[config.mk]
export PLATFORM = sky130hd
export DESIGN_NAME = coax_tx_arbiter
export DESIGN_NICKNAME = d
export VERILOG_FILES = /design/src/rtl/coax_tx_arbiter.sv
export SDC_FILE = /design/constraint.sdc
export NUM_CORES = 1
export LEC_CHECK = 0
export CAP_MARGIN = 0
export CORE_AREA = 2 2 62 64
export CTS_BUF_LIST = sky130_fd_sc_hd__clkbuf_4 sky130_fd_sc_hd__clkbuf_8 sky130_fd_sc_hd__clkbuf_16
export CTS_CLUSTER_SIZE = 16
export DETAILED_ROUTE_END_ITERATION = 10
export DIE_AREA = 0 0 64 66
export GPL_TIMING_DRIVEN = 1
export PLACE_DENSITY = 0.82
export SYNTH_ARGS = -nofsm -noshare
export SYNTH_HDL_FRONTEND = slang
export SYNTH_SLANG_ARGS = --single-unit
[constraint.sdc]
create_clock -name clk -period 4 [get_ports clk]
set_clock_uncertainty 0.05 [all_clocks]
set_input_delay 0.6 -clock clk [delete_from_list [all_inputs] [get_ports clk]]
set_output_delay 0.6 -clock clk [all_outputs]
set_load 0.01 [all_outputs]
[src/rtl/coax_tx_arbiter.sv]
// coax_tx_arbiter: frame-level round-robin scheduler that shares one coax transmitter
// between the host command path (req0) and the poll engine (req1).
//
// state  | meaning
// IDLE   | no frame owned; arbitrate between valid requesters
// ISSUE  | offer ready to the granted requester, wait for its next word
// LOAD   | tx_load high for one cycle with the captured word
// SETTLE | tx_load low for one cycle so tx_full reflects the load
// ROOM   | wait for the transmitter holding register to empty
// DRAIN  | last word loaded; wait for tx_active to rise and fall
// GAP    | enforce GAP_CLOCKS quiet cycles of tx_active low

module coax_tx_arbiter #(
   parameter int GAP_CLOCKS    = 16,
   parameter int START_TIMEOUT = 64
) (
   input  logic       clk,
   input  logic       reset,
   input  logic [9:0] req0_data,
   input  logic       req0_valid,
   input  logic       req0_last,
   output logic       req0_ready,
   input  logic [9:0] req1_data,
   input  logic       req1_valid,
   input  logic       req1_last,
   output logic       req1_ready,
   output logic [9:0] tx_data,
   output logic       tx_load,
   input  logic       tx_full,
   input  logic       tx_active,
   output logic       busy,
   output logic       grant,
   output logic       underrun,
   output logic       start_error
);

   localparam int GW = $clog2(GAP_CLOCKS + 1);
   localparam int TW = $clog2(START_TIMEOUT + 1);

   typedef enum logic [2:0] {
      S_IDLE,
      S_ISSUE,
      S_LOAD,
      S_SETTLE,
      S_ROOM,
      S_DRAIN,
      S_GAP
   } state_t;

   state_t          state;
   state_t          state_nxt;
   logic            last_grant;
   logic            last_lat;
   logic            frame_loaded;
   logic            active_seen;
   logic [GW-1:0]   gap_cnt;
   logic [TW-1:0]   start_cnt;

   logic            gnt_valid;
   logic [9:0]      gnt_data;
   logic            gnt_last;
   logic            pick;
   logic            in_frame;
   logic            start_timeout;
   logic            timeout_fire;
   logic            stall_underrun;
   logic            accept;
   logic            gap_done;

   assign gnt_valid = grant ? req1_valid : req0_valid;
   assign gnt_data  = grant ? req1_data  : req0_data;
   assign gnt_last  = grant ? req1_last  : req0_last;

   // On a tie the requester that did not own the previous frame wins.
   assign pick = (req0_valid && req1_valid) ? ~last_grant : req1_valid;

   assign in_frame       = (state != S_IDLE) && (state != S_GAP);
   assign start_timeout  = frame_loaded && !active_seen && !tx_active && (start_cnt == '0);
   assign timeout_fire   = in_frame && start_timeout;
   assign stall_underrun = active_seen && !tx_active;
   assign accept         = (state == S_ISSUE) && gnt_valid && !start_timeout;
   assign gap_done       = !tx_active && (gap_cnt == '0);

   always_ff @(posedge clk or posedge reset) begin : state_reg
      if (reset) begin
         state <= S_IDLE;
      end else begin
         state <= state_nxt;
      end
   end

   always_comb begin : next_state
      state_nxt = state;
      case (state)
         S_IDLE: begin
            if (req0_valid || req1_valid) state_nxt = S_ISSUE;
         end
         S_ISSUE: begin
            if (accept)                            state_nxt = S_LOAD;
            else if (!gnt_valid && stall_underrun) state_nxt = S_GAP;
         end
         S_LOAD: begin
            state_nxt = S_SETTLE;
         end
         S_SETTLE: begin
            state_nxt = last_lat ? S_DRAIN : S_ROOM;
         end
         S_ROOM: begin
            if (!tx_full) state_nxt = S_ISSUE;
         end
         S_DRAIN: begin
            if (active_seen && !tx_active) state_nxt = S_GAP;
         end
         S_GAP: begin
            if (gap_done) state_nxt = S_IDLE;
         end
         default: begin
            state_nxt = S_IDLE;
         end
      endcase
      // A frame that never reaches the line is abandoned outright.
      if (timeout_fire) state_nxt = S_GAP;
   end

   always_comb begin : outputs
      busy       = (state != S_IDLE);
      tx_load    = (state == S_LOAD);
      req0_ready = accept && !grant;
      req1_ready = accept && grant;
   end

   always_ff @(posedge clk or posedge reset) begin : datapath
      if (reset) begin
         tx_data      <= '0;
         grant        <= 1'b0;
         last_grant   <= 1'b1;
         last_lat     <= 1'b0;
         frame_loaded <= 1'b0;
         active_seen  <= 1'b0;
         gap_cnt      <= GW'(GAP_CLOCKS - 1);
         start_cnt    <= TW'(START_TIMEOUT - 2);
         underrun     <= 1'b0;
         start_error  <= 1'b0;
      end else begin
         underrun    <= (state == S_ISSUE) && !gnt_valid && stall_underrun;
         start_error <= timeout_fire;

         if ((state == S_IDLE) && (state_nxt == S_ISSUE)) begin
            grant      <= pick;
            last_grant <= pick;
         end

         if (accept) begin
            tx_data  <= gnt_data;
            last_lat <= gnt_last;
         end

         if (state_nxt == S_IDLE) begin
            frame_loaded <= 1'b0;
            active_seen  <= 1'b0;
         end else begin
            if (state == S_LOAD)            frame_loaded <= 1'b1;
            if (frame_loaded && tx_active)  active_seen  <= 1'b1;
         end

         // Start timer is armed by the first load; terminal count lands START_TIMEOUT clocks later.
         if ((state == S_LOAD) && !frame_loaded) begin
            start_cnt <= TW'(START_TIMEOUT - 2);
         end else if (frame_loaded && !active_seen && (start_cnt != '0)) begin
            start_cnt <= start_cnt - TW'(1);
         end

         // GAP lasts GAP_CLOCKS consecutive cycles with tx_active low.
         if (state == S_GAP) begin
            if (tx_active)           gap_cnt <= GW'(GAP_CLOCKS - 1);
            else if (gap_cnt != '0)  gap_cnt <= gap_cnt - GW'(1);
         end else begin
            gap_cnt <= GW'(GAP_CLOCKS - 1);
         end
      end
   end

endmodule

# ---- Word-level counts from Yosys, hierarchy flattened
# Cells that the tools add are included.
dict set report word_totals {
  out_inout_bits 17
  register_bits 32
}
dict set report op_classes {
  add_sub_neg 2
  n_bitwise 1
  muxes 22
  n_reduce_logical 36
  eq_ne 9
}
# operator count
set ops {}
lappend ops {{$mux W3} 7}
lappend ops {{$pmux W3 S7} 1}
lappend ops {{$logic_and A1 B1 Y1} 19}
lappend ops {{$mux W5} 3}
lappend ops {{$mux W7} 2}
lappend ops {{$mux W10} 1}
lappend ops {{$eq A3 B3 Y1 const B} 3}
lappend ops {{$mux W1} 8}
lappend ops {{$logic_not A7 Y1} 1}
lappend ops {{$reduce_bool A7 Y1} 1}
lappend ops {{$sub A7 B1 Y7 const B} 1}
lappend ops {{$eq A3 B1 Y1 const B} 2}
lappend ops {{$eq A3 B2 Y1 const B} 2}
lappend ops {{$logic_not A1 Y1} 6}
lappend ops {{$logic_not A3 Y1} 2}
lappend ops {{$reduce_bool A2 Y1} 3}
lappend ops {{$logic_not A5 Y1} 1}
lappend ops {{$reduce_bool A5 Y1} 1}
lappend ops {{$sub A5 B1 Y5 const B} 1}
lappend ops {{$ne A3 B2 Y1 const B} 1}
lappend ops {{$ne A3 B3 Y1 const B} 1}
lappend ops {{$reduce_bool A3 Y1} 1}
lappend ops {{$logic_or A1 B1 Y1} 1}
lappend ops {{$not A1 Y1} 1}

# ---- Logic depth before layout (Yosys ltp)
# Gate-level depths: netlist of the first run.
dict set report logic_depth {
  ltp_word 11
  ltp_mapped 9
}

# ---- Least setup slack after synthesis of the first run
# No wires, ideal clock.
dict set report synth_timing {
  kind {register to output}
  startpoint {register start_cnt[1]}
  endpoint {output req0_ready}
  path_buffers 2
  t_arrival_ns 1.703
  t_required_ns 3.350
  path_slack_ns 1.647
  stages_incl_launch_ff 9
  cell_sequence {dfstp_2 inv_1 ha_1 nor4b_2 and3_1 or2_1 buf_6 buf_6 nor2_1}
}
dict set report synth_via {
  elab_chain_cells 5
}
# element line
set synth_lines {}
lappend synth_lines {{start: declaration} 57} ;# logic [TW-1:0] start_cnt;
lappend synth_lines {{start signal: assignment} 141} ;# start_cnt <= TW'(START_TIMEOUT - 2);
lappend synth_lines {{start signal: assignment} 168} ;# start_cnt <= TW'(START_TIMEOUT - 2);
lappend synth_lines {{start signal: assignment} 170} ;# start_cnt <= start_cnt - TW'(1);
lappend synth_lines {{$logic_not A7 Y1} 78} ;# assign start_timeout = frame_loaded && !active_seen && !tx_active && (start_cnt == '0);
lappend synth_lines {{$logic_and A1 B1 Y1} 78}
lappend synth_lines {{$logic_not A1 Y1} 81} ;# assign accept = (state == S_ISSUE) && gnt_valid && !start_timeout;
lappend synth_lines {{$logic_and A1 B1 Y1} 81}
lappend synth_lines {{$logic_and A1 B1 Y1} 128} ;# req0_ready = accept && !grant;
lappend synth_lines {{end: declaration} 22} ;# output logic req0_ready,
# Every way passes these cells.

# ---- Final worst setup path of the first run
dict set report layout_timing {
  startpoint {input tx_active}
  endpoint {output req0_ready}
}
dict set report layout_via {
  elab_chain_cells 6
}
# element line
set layout_lines {}
lappend layout_lines {{start: declaration} 30} ;# input logic tx_active,
lappend layout_lines {{$logic_not A1 Y1} 78}
lappend layout_lines {{$logic_and A1 B1 Y1 (2 in series)} 78}
lappend layout_lines {{$logic_not A1 Y1} 81}
lappend layout_lines {{$logic_and A1 B1 Y1} 81}
lappend layout_lines {{$logic_and A1 B1 Y1} 128}
# Every way passes these cells.

==> flow_metrics.py, run 1 <==
metrics = {
    "setup_path": {
        "slowest_stage": "clkdlybuf4s50_1",
        "worst_path_largest_cell_delay_ns": 0.57,
        "critPathLaunch": "tx_active",
        "r2r_start": "state[0]",
        "crit_type": "input port to output port",
        "cpMostUsedCell": "clkdlybuf4s50_1",
        "arrival_ns": 2.62,
        "cp.required_ns": 3.35,
        "start_kind": "input port",
        "cp_num_buf_inv": 2,
        "path_delay_family": "buffers and inverters",
        "critPathCaptureType": "output port",
        "critPathMaxFanout": 11,
        "crit_chain": "clkdlybuf4s50_1, nor3b_1, and3_1, or2_1, nor2_1, clkdlybuf4s50_1",
    },
    "cells_and_area": {
        "insertedDiodeCount": 0,
        "layout-drive-gt1-share": 0.137,
        "regMostFlops": "tx_data",
        "finalNetCount": 265,
        "final_cell_mix": "clkdlybuf4s50_1, nand2_1, dfrtp_1",
        "seqCellArea_um2": 813,
        "layout_commonest_cell": "clkdlybuf4s50_1",
        "largest_register_ffs": 10,
        "reg_top3": "tx_data x10, start_cnt x7, gap_cnt x5",
        "fill_cells": 287,
        "multi_input_area_um2": 892,
        "area_growth_pct": 30.2,
    },
    "synthesis": {
        "ys_warn_count": 0,
        "synth_area_mm2": 0.00180,
        "synth_nets": 219,
        "ys_seq_area_frac": 0.451,
        "ys_types": 42,
        "syn-mean-instance-area_um2": 9.65,
        "synth-seq-cells": 32,
        "syn_inst": 187,
    },
    "drt": {
        "wire_per_inst_um": 12.9,
        "drt_iter0_drc": 30,
        "viasPerCell": 5.26,
        "antenna_left": 0,
        "totalWireLength_mm": 3.65,
        "drc": 0,
        "vias": 1483,
        "first_pass_iters": 4,
    },
    "die": {
        "die_h_um": 66,
        "die_x_um": 64,
        "initial_core_util": 0.508,
        "die_area_mm2": 0.00422,
        "row_count": 22,
        "io_pins": 45,
        "fp.coreArea_mm2": 0.00355,
    },
    "flow_run": {
        "max-cap-violations": 0,
    },
    "grt": {
        "grt_pass1_wl_mm": 6.48,
        "grt_pass1_vias": 1446,
        "grt_max_degree": 23,
        "track_usage": 0.198,
        "antenna_found_initial": 0,
        "overflow": 0,
    },
    "sta": {
        "max_freq_mhz": 306,
        "min_period_ns": 3.27,
        "maxSlewHeadroom": 0.458,
        "slew_violations": 0,
        "setup_tns_ns": 0,
        "rsz0062_at_grt": "no",
        "setup_violations": 0,
        "setup_ws_ns": 0.735,
        "tightest_slew_ns": 0.812,
        "hold_viol": 0,
        "fin_crit_sh": 0.816,
    },
    "clock_network": {
        "cts_setup_buffers": 0,
        "clk_latency_ns": 0.34,
        "clockBufferDepth": 2,
        "cts_max_level": 2,
        "cts_buffers": 5,
        "clk_pin_slew_worst_paths_ns": 0.08,
        "ctsHoldBuffers": 0,
        "root_buffer": "clkbuf_4",
        "cts_tree": "yes",
        "cts_resized": 0,
        "clock-sinks": 32,
    },
    "placed_design": {
        "numPortBuffers": 44,
        "gp_congestion": 0.821,
        "hpwl_mm": 2.81,
        "post-place-ws_ns": 0.748,
    },
    "outcome": {
        "status": "complete, no violations",
    },
    "power": {
        "vdd.ir_drop.worst_v": 0.000370,
        "total_leakage_power_nw": 0.996,
        "pwr_density_cell_mw_per_mm2": 639,
    },
    "min_path": {
        "holdCritPathClass": "register to register",
        "hold_start": "tx_data[7]",
    },
}
==> Yosys cell counts <==
| library cell | number | area share |
|---|---|---|
| a21oi_1 | 7 | 0.019 |
| a31o_1 | 1 | 0.0049 |
| a31oi_1 | 4 | 0.014 |
| and2_1 | 2 | 0.0069 |
| and3_1 | 1 | 0.0035 |
| buf_2 | 1 | 0.0028 |
| buf_6 | 3 | 0.019 |
| clkbuf_1 | 5 | 0.010 |
| dfrtp_1 | 22 | 0.31 |
| dfstp_2 | 10 | 0.15 |
| ha_1 | 4 | 0.028 |
| inv_1 | 11 | 0.023 |
| mux2i_1 | 12 | 0.067 |
| nand2_1 | 24 | 0.050 |
| nand2b_1 | 3 | 0.010 |
| nand3b_1 | 3 | 0.012 |
| nand4_1 | 1 | 0.0035 |
| nand4b_1 | 1 | 0.0049 |
| nor2_1 | 14 | 0.029 |
| nor2b_1 | 3 | 0.010 |
| nor3_1 | 7 | 0.019 |
| nor3b_1 | 3 | 0.012 |
| nor4_1 | 2 | 0.0069 |
| nor4b_2 | 1 | 0.0083 |
| nor4bb_1 | 1 | 0.0055 |
| o2111a_1 | 1 | 0.0062 |
| o2111ai_1 | 2 | 0.0097 |
| o211ai_1 | 2 | 0.0083 |
| o21ai_0 | 5 | 0.014 |
| o21ai_1 | 5 | 0.014 |
| o21ai_2 | 7 | 0.034 |
| o21ba_2 | 1 | 0.0055 |
| o221ai_1 | 1 | 0.0049 |
| o22ai_1 | 1 | 0.0035 |
| o31ai_4 | 1 | 0.012 |
| or2_0 | 1 | 0.0035 |
| or2_1 | 1 | 0.0035 |
| or3_1 | 3 | 0.010 |
| or3b_1 | 1 | 0.0049 |
| or4b_1 | 1 | 0.0055 |
| xnor2_1 | 5 | 0.024 |
| xor2_1 | 3 | 0.015 |
==> area by class of cell <==
cell class / count / area share
Clock buffer: 8 / 0.0309
Multi-Input combinational cell: 135 / 0.380
Timing Repair Buffer: 48 / 0.200
Tap cell: 48 / 0.0256
Inverter: 11 / 0.0176
Sequential cell: 32 / 0.346
==> power by group <==
part,internal [mW],switching [mW]
clock network,0.110,0.104
registers,0.462,0.135
logic,0.355,0.334
total,0.927,0.573
==> worst paths after layout <==
check                          endpoint  cells past startpoint  slack, ns
min in group asynchronous  start_cnt[0]                      2       0.66
max in group asynchronous    gap_cnt[1]                      3       2.50
max                          req0_ready                      6       0.73
min reg2reg                  tx_data[7]                      2       0.43
min                          tx_data[7]                      2       0.43
max reg2reg                    last_lat                      6       1.90
==> stage by stage <==
stage | total power, mW | utilization | area (um^2) | std cells | hold WS, ns
after detailed placement | 1.29 | 0.641 | 2280 | 274 | 0.416
after global placement | 1.27 | 0.641 | 2280 | 274 | 0.410
after global routing | 1.62 | 0.662 | 2350 | 282 | 0.476
final | 1.50 | 0.662 | 2350 | 282 | 0.433
after CTS | 1.51 | 0.662 | 2350 | 282 | 0.437
after floorplan | 1.05 | - | 1800 | 187 | 0.402
==> logic make-up after synthesis <==
group / share of synthesized area
AOI/OAI and AO/OA: 0.150
DFF: 0.451
xor gates and xnor gates: 0.0388
buffers and inverters: 0.0548
and+or+nand+nor: 0.212
muxes: 0.0666
adders and majority gates: 0.0277
==> metal layers <==
layer,global-route usage,part of all wire,up-vias
met1,0.259,0.46,691
met5,0,0,-
met4,0.0897,0.018,0
met2,0.314,0.47,41
li1,-,-,743
met3,0.0460,0.050,8
==> tightest hold or removal path, delay by kind of cell (launching register included) <==
| family | cells | cell delay [ns] |
|---|---|---|
| compound gates | 1 | 0.05 |
| simple gates | 1 | 0.06 |
| flops | 1 | 0.35 |
Power figures use the tool's default switching activity.
==> run 2, diff against run 1 <==
--- a/config.mk
+++ b/config.mk
@@ -6,13 +6,13 @@
 export NUM_CORES = 1
 export LEC_CHECK = 0
 export CAP_MARGIN = 0
-export CORE_AREA = 2 2 62 64
+export CORE_AREA = 2 2 64 66
 export CTS_BUF_LIST = sky130_fd_sc_hd__clkbuf_4 sky130_fd_sc_hd__clkbuf_8 sky130_fd_sc_hd__clkbuf_16
 export CTS_CLUSTER_SIZE = 16
 export DETAILED_ROUTE_END_ITERATION = 10
-export DIE_AREA = 0 0 64 66
+export DIE_AREA = 0 0 66 68
 export GPL_TIMING_DRIVEN = 1
-export PLACE_DENSITY = 0.82
+export PLACE_DENSITY = 0.78
 export SYNTH_ARGS = -nofsm -noshare
 export SYNTH_HDL_FRONTEND = slang
 export SYNTH_SLANG_ARGS = --single-unit
==> constraint.sdc (replaced) <==
create_clock -name clk -period 3.15 [get_ports clk]
set_clock_uncertainty 0.05 [all_clocks]
set_input_delay 0.4725 -clock clk [delete_from_list [all_inputs] [get_ports clk]]
set_output_delay 0.4725 -clock clk [all_outputs]
set_load 0.01 [all_outputs]
==> flow_metrics.py, run 2 (same netlist as run 1, synthesis figures left out) <==
metrics = {
    "setup_path": {
        "slowest_stage": "clkdlybuf4s50_1",
        "critPathMaxFanout": 4,
        "start_kind": "register",
        "cp_num_buf_inv": 2,
        "crit_chain": "inv_1, ha_1, nor4b_2, and3_1, or2_1, nor2_1, clkdlybuf4s50_1",
        "critPathCaptureType": "output port",
        "arrival_ns": 2.32,
        "path_delay_family": "simple AND/OR/NAND/NOR gates",
        "worst_path_largest_cell_delay_ns": 0.54,
        "cp.required_ns": 2.63,
        "crit_type": "register to output port",
    },
    "drt": {
        "vias": 1483,
        "antenna_left": 0,
        "drt_iter0_drc": 55,
        "wire_per_inst_um": 13.0,
        "viasPerCell": 5.17,
        "totalWireLength_mm": 3.74,
        "drc": 0,
        "first_pass_iters": 4,
    },
    "cells_and_area": {
        "insertedDiodeCount": 0,
        "area_growth_pct": 33.0,
        "layout_commonest_cell": "clkdlybuf4s50_1",
        "final_cell_mix": "clkdlybuf4s50_1, nand2_1, dfrtp_1",
        "fill_cells": 346,
        "reg_top3": "tx_data x10, start_cnt x7, gap_cnt x5",
        "largest_register_ffs": 10,
        "layout-drive-gt1-share": 0.148,
        "fin_cells": 287,
        "regMostFlops": "tx_data",
        "finalNetCount": 268,
    },
    "die": {
        "die_h_um": 68,
        "die_x_um": 66,
        "io_pins": 45,
        "die_area_mm2": 0.00449,
        "row_count": 23,
        "fp.coreArea_mm2": 0.00386,
        "initial_core_util": 0.468,
    },
    "clock_network": {
        "clk_latency_ns": 0.28,
        "clk_pin_slew_worst_paths_ns": 0.06,
        "cts_tree": "yes",
        "clock-sinks": 32,
        "ctsHoldBuffers": 0,
        "cts_resized": 0,
        "clockBufferDepth": 2,
        "cts_buffers": 5,
        "cts_max_level": 2,
        "cts_setup_buffers": 0,
        "root_buffer": "clkbuf_8",
    },
    "sta": {
        "slew_violations": 0,
        "setup_violations": 0,
        "rsz0062_at_grt": "no",
        "setup_tns_ns": 0,
        "max_freq_mhz": 352,
        "setup_ws_ns": 0.310,
        "maxSlewHeadroom": 0.657,
        "fin_crit_sh": 0.902,
        "hold_viol": 0,
        "tightest_slew_ns": 0.511,
        "min_period_ns": 2.84,
    },
    "grt": {
        "grt_pass1_wl_mm": 6.13,
        "overflow": 0,
        "track_usage": 0.185,
        "grt_pass1_vias": 1371,
        "grt_max_degree": 33,
        "antenna_found_initial": 0,
    },
    "power": {
        "combPwrFrac": 0.482,
        "power_switching_mw": 0.733,
        "pwr_density_cell_mw_per_mm2": 829,
        "total_leakage_power_nw": 1.02,
        "pwr-share-seq": 0.351,
        "clockPowerShare": 0.168,
        "vdd.ir_drop.worst_v": 0.000481,
        "p_sw_frac": 0.369,
        "intPower_mw": 1.26,
    },
    "placed_design": {
        "hpwl_mm": 2.81,
        "post-place-ws_ns": 0.340,
        "gp_congestion": 0.834,
        "dp_cells": 279,
        "numPortBuffers": 44,
    },
    "min_path": {
        "holdCritPathClass": "register to register",
    },
    "outcome": {
        "status": "complete, no violations",
    },
    "flow_run": {
        "max-cap-violations": 0,
    },
}
[run 2: cell types whose count changed in the layout (fill, tap and decap cells not counted)]
cell,delta
buf_4,+3
clkbuf_4,-4
clkbuf_8,+4
[run 2: tightest hold or removal path, stage by stage (launching register included)]
cell,delay (ns)
dfrtp_1,0.34
nand2_1,0.06
o21ai_2,0.05
[run 2: cell type report]
| type | count | area, um^2 | share of cell area |
|---|---|---|---|
| sequential | 32 | 813 | 0.339 |
| timing repair buffer | 51 | 493 | 0.205 |
| clock buffer | 8 | 97.6 | 0.0407 |
| inverter | 11 | 41.3 | 0.0172 |
| multi-input combinational | 135 | 892 | 0.372 |
| tap | 50 | 62.6 | 0.0261 |
[run 2: power groups by stage]
stage / Clock [mW] / Combinational, mW / Sequential [mW]
after global routing: 0.367 / 1.06 / 0.723
after floorplan: 0 / 0.604 / 0.724
after global placement: 0 / 0.950 / 0.698
final: 0.333 / 0.958 / 0.697
after CTS: 0.346 / 0.969 / 0.698
after detailed placement: 0 / 0.966 / 0.703
[run 2: routing by layer]
metal  share of wire  wire length [um]  vias up  global-route usage
li1                -                 -      746                   -
met5               0                 0        -                   0
met4           0.012                43        0              0.0612
met1            0.43              1620      701               0.221
met3           0.054               201        4              0.0658
met2            0.50              1870       32               0.313
[run 2: through the flow]
step | area [um^2] | utilization | power [mW] | hold WS (ns)
finish | 2400 | 0.622 | 1.99 | 0.424
global route | 2400 | 0.622 | 2.15 | 0.453
CTS | 2400 | 0.622 | 2.01 | 0.429
detailed placement | 2300 | 0.597 | 1.67 | 0.419
global placement | 2300 | 0.597 | 1.65 | 0.412
floorplan | 1800 | - | 1.33 | 0.402
[run 2: path summary, 6_finish.rpt]
kind                                   start      endpoint  slack, ns  cells past startpoint
max in group asynchronous              reset    last_grant       2.20                      3
worst min-delay path              tx_data[0]    tx_data[0]       0.42                      2
min in group asynchronous              reset  start_cnt[0]       0.52                      3
worst min register to register    tx_data[0]    tx_data[0]       0.42                      2
worst max register to register  start_cnt[0]    tx_data[3]       1.16                      8
worst max-delay path            start_cnt[1]    req1_ready       0.31                      7
==> run 3, diff against run 2 <==
--- a/config.mk
+++ b/config.mk
@@ -6,13 +6,13 @@
 export NUM_CORES = 1
 export LEC_CHECK = 0
 export CAP_MARGIN = 0
-export CORE_AREA = 2 2 64 66
+export CORE_AREA = 2 2 62 64
 export CTS_BUF_LIST = sky130_fd_sc_hd__clkbuf_4 sky130_fd_sc_hd__clkbuf_8 sky130_fd_sc_hd__clkbuf_16
 export CTS_CLUSTER_SIZE = 16
 export DETAILED_ROUTE_END_ITERATION = 10
-export DIE_AREA = 0 0 66 68
+export DIE_AREA = 0 0 64 66
 export GPL_TIMING_DRIVEN = 1
-export PLACE_DENSITY = 0.78
+export PLACE_DENSITY = 0.82
 export SYNTH_ARGS = -nofsm -noshare
 export SYNTH_HDL_FRONTEND = slang
 export SYNTH_SLANG_ARGS = --single-unit
==> constraint.sdc (replaced) <==
create_clock -name clk -period 3.35 [get_ports clk]
set_clock_uncertainty 0.05 [all_clocks]
set_input_delay 0.5025 -clock clk [delete_from_list [all_inputs] [get_ports clk]]
set_output_delay 0.5025 -clock clk [all_outputs]
set_load 0.01 [all_outputs]
==> flow_metrics.py, run 3 (same netlist as run 1, synthesis figures left out) <==
metrics = {
    "clock_network": {
        "cts_buffers": 5,
        "cts_setup_buffers": 0,
        "clockBufferDepth": 2,
        "ctsHoldBuffers": 0,
        "root_buffer": "clkbuf_4",
        "clock-sinks": 32,
        "clk_pin_slew_worst_paths_ns": 0.10,
        "cts_resized": 0,
        "cts_tree": "yes",
        "clk_latency_ns": 0.34,
        "cts_max_level": 2,
    },
    "drt": {
        "viasPerCell": 5.23,
        "wire_per_inst_um": 12.7,
        "drc": 0,
        "vias": 1480,
        "antenna_left": 0,
        "drt_iter0_drc": 46,
        "totalWireLength_mm": 3.60,
        "first_pass_iters": 4,
    },
    "setup_path": {
        "start_kind": "register",
        "cp.required_ns": 2.80,
        "critPathCaptureType": "output port",
        "crit_type": "register to output port",
        "arrival_ns": 2.53,
        "critPathMaxFanout": 14,
    },
    "sta": {
        "maxSlewHeadroom": 0.598,
        "hold_viol": 0,
        "max_freq_mhz": 324,
        "hold_ws_ns": 0.433,
        "min_period_ns": 3.08,
        "slew_violations": 0,
        "rsz0062_at_grt": "no",
        "setup_tns_ns": 0,
        "setup_violations": 0,
        "setup_ws_ns": 0.266,
        "fin_crit_sh": 0.920,
        "tightest_slew_ns": 0.598,
    },
    "cells_and_area": {
        "reg_top3": "tx_data x10, start_cnt x7, gap_cnt x5",
        "layout_commonest_cell": "clkdlybuf4s50_1",
        "layout-drive-gt1-share": 0.140,
        "regMostFlops": "tx_data",
        "area_growth_pct": 31.9,
        "largest_register_ffs": 10,
        "finalNetCount": 266,
        "insertedDiodeCount": 0,
        "final_cell_mix": "clkdlybuf4s50_1, nand2_1, dfrtp_1",
    },
    "grt": {
        "antenna_found_initial": 0,
        "grt_pass1_wl_mm": 6.22,
        "overflow": 0,
        "grt_pass1_vias": 1363,
        "track_usage": 0.192,
        "grt_max_degree": 33,
    },
    "die": {
        "fp.coreArea_mm2": 0.00355,
        "initial_core_util": 0.508,
        "row_count": 22,
        "io_pins": 45,
        "die_area_mm2": 0.00422,
        "die_h_um": 66,
        "die_x_um": 64,
    },
    "flow_run": {
        "max-cap-violations": 0,
    },
    "placed_design": {
        "numPortBuffers": 44,
        "post-place-ws_ns": 0.428,
        "hpwl_mm": 2.68,
        "gp_congestion": 0.955,
    },
    "power": {
        "pwr_density_cell_mw_per_mm2": 784,
        "total_leakage_power_nw": 1.01,
        "vdd.ir_drop.worst_v": 0.000495,
    },
    "min_path": {
        "holdCritPathClass": "register to register",
    },
    "outcome": {
        "status": "complete, no violations",
    },
}
## run 3: cell count changes in the layout (fill, tap and decap cells not counted), sizes merged
cell | previous run | this run
buf | 7 | 5
clkbuf | 8 | 7
bufinv | 0 | 1
## run 3: layout make-up
class	instances	area, um^2
clock buffer	7	65.1
clock inverter	1	30.0
fill	278	1170
inverter	11	41.3
multi-input combinational	135	892
sequential	32	813
tap	48	60.1
timing repair buffer	49	478
## run 3: critical path, stage by stage, from the launching register on
cell,delay (ns)
dfrtp_1,0.56
or3b_1,0.42
or2_0,0.27
or2_1,0.29
nor2_1,0.11
clkdlybuf4s50_1,0.54
## run 3: layer usage
metal | routed length [um] | track usage
met1 | 1570 | 0.244
met2 | 1760 | 0.303
met3 | 221 | 0.0647
met4 | 46 | 0.0679
met5 | 0 | 0
## run 3: worst paths after layout
check / endpoint / slack (ns) / depth (start not counted) / startpoint
min reg2reg: tx_data[8] / 0.43 / 2 / tx_data[8]
min: tx_data[8] / 0.43 / 2 / tx_data[8]
max in group asynchronous: start_cnt[4] / 2.43 / 3 / reset
min in group asynchronous: gap_cnt[4] / 0.48 / 3 / reset
max: req0_ready / 0.27 / 5 / state[0]
max reg2reg: tx_data[7] / 1.29 / 6 / state[0]
## run 3: where the power goes
part	internal, mW	switching [mW]
sequential	0.552	0.156
combinational	0.424	0.404
clock	0.198	0.132
## run 3: per-stage QoR
| stage | total power, mW | instance area [um^2] | util | cells |
|---|---|---|---|---|
| after floorplan | 1.25 | 1800 | - | 187 |
| after global placement | 1.52 | 2280 | 0.643 | 275 |
| after detailed placement | 1.54 | 2280 | 0.643 | 275 |
| after CTS | 1.88 | 2380 | 0.670 | 283 |
| after global routing | 2.01 | 2380 | 0.670 | 283 |
| final | 1.87 | 2380 | 0.670 | 283 |
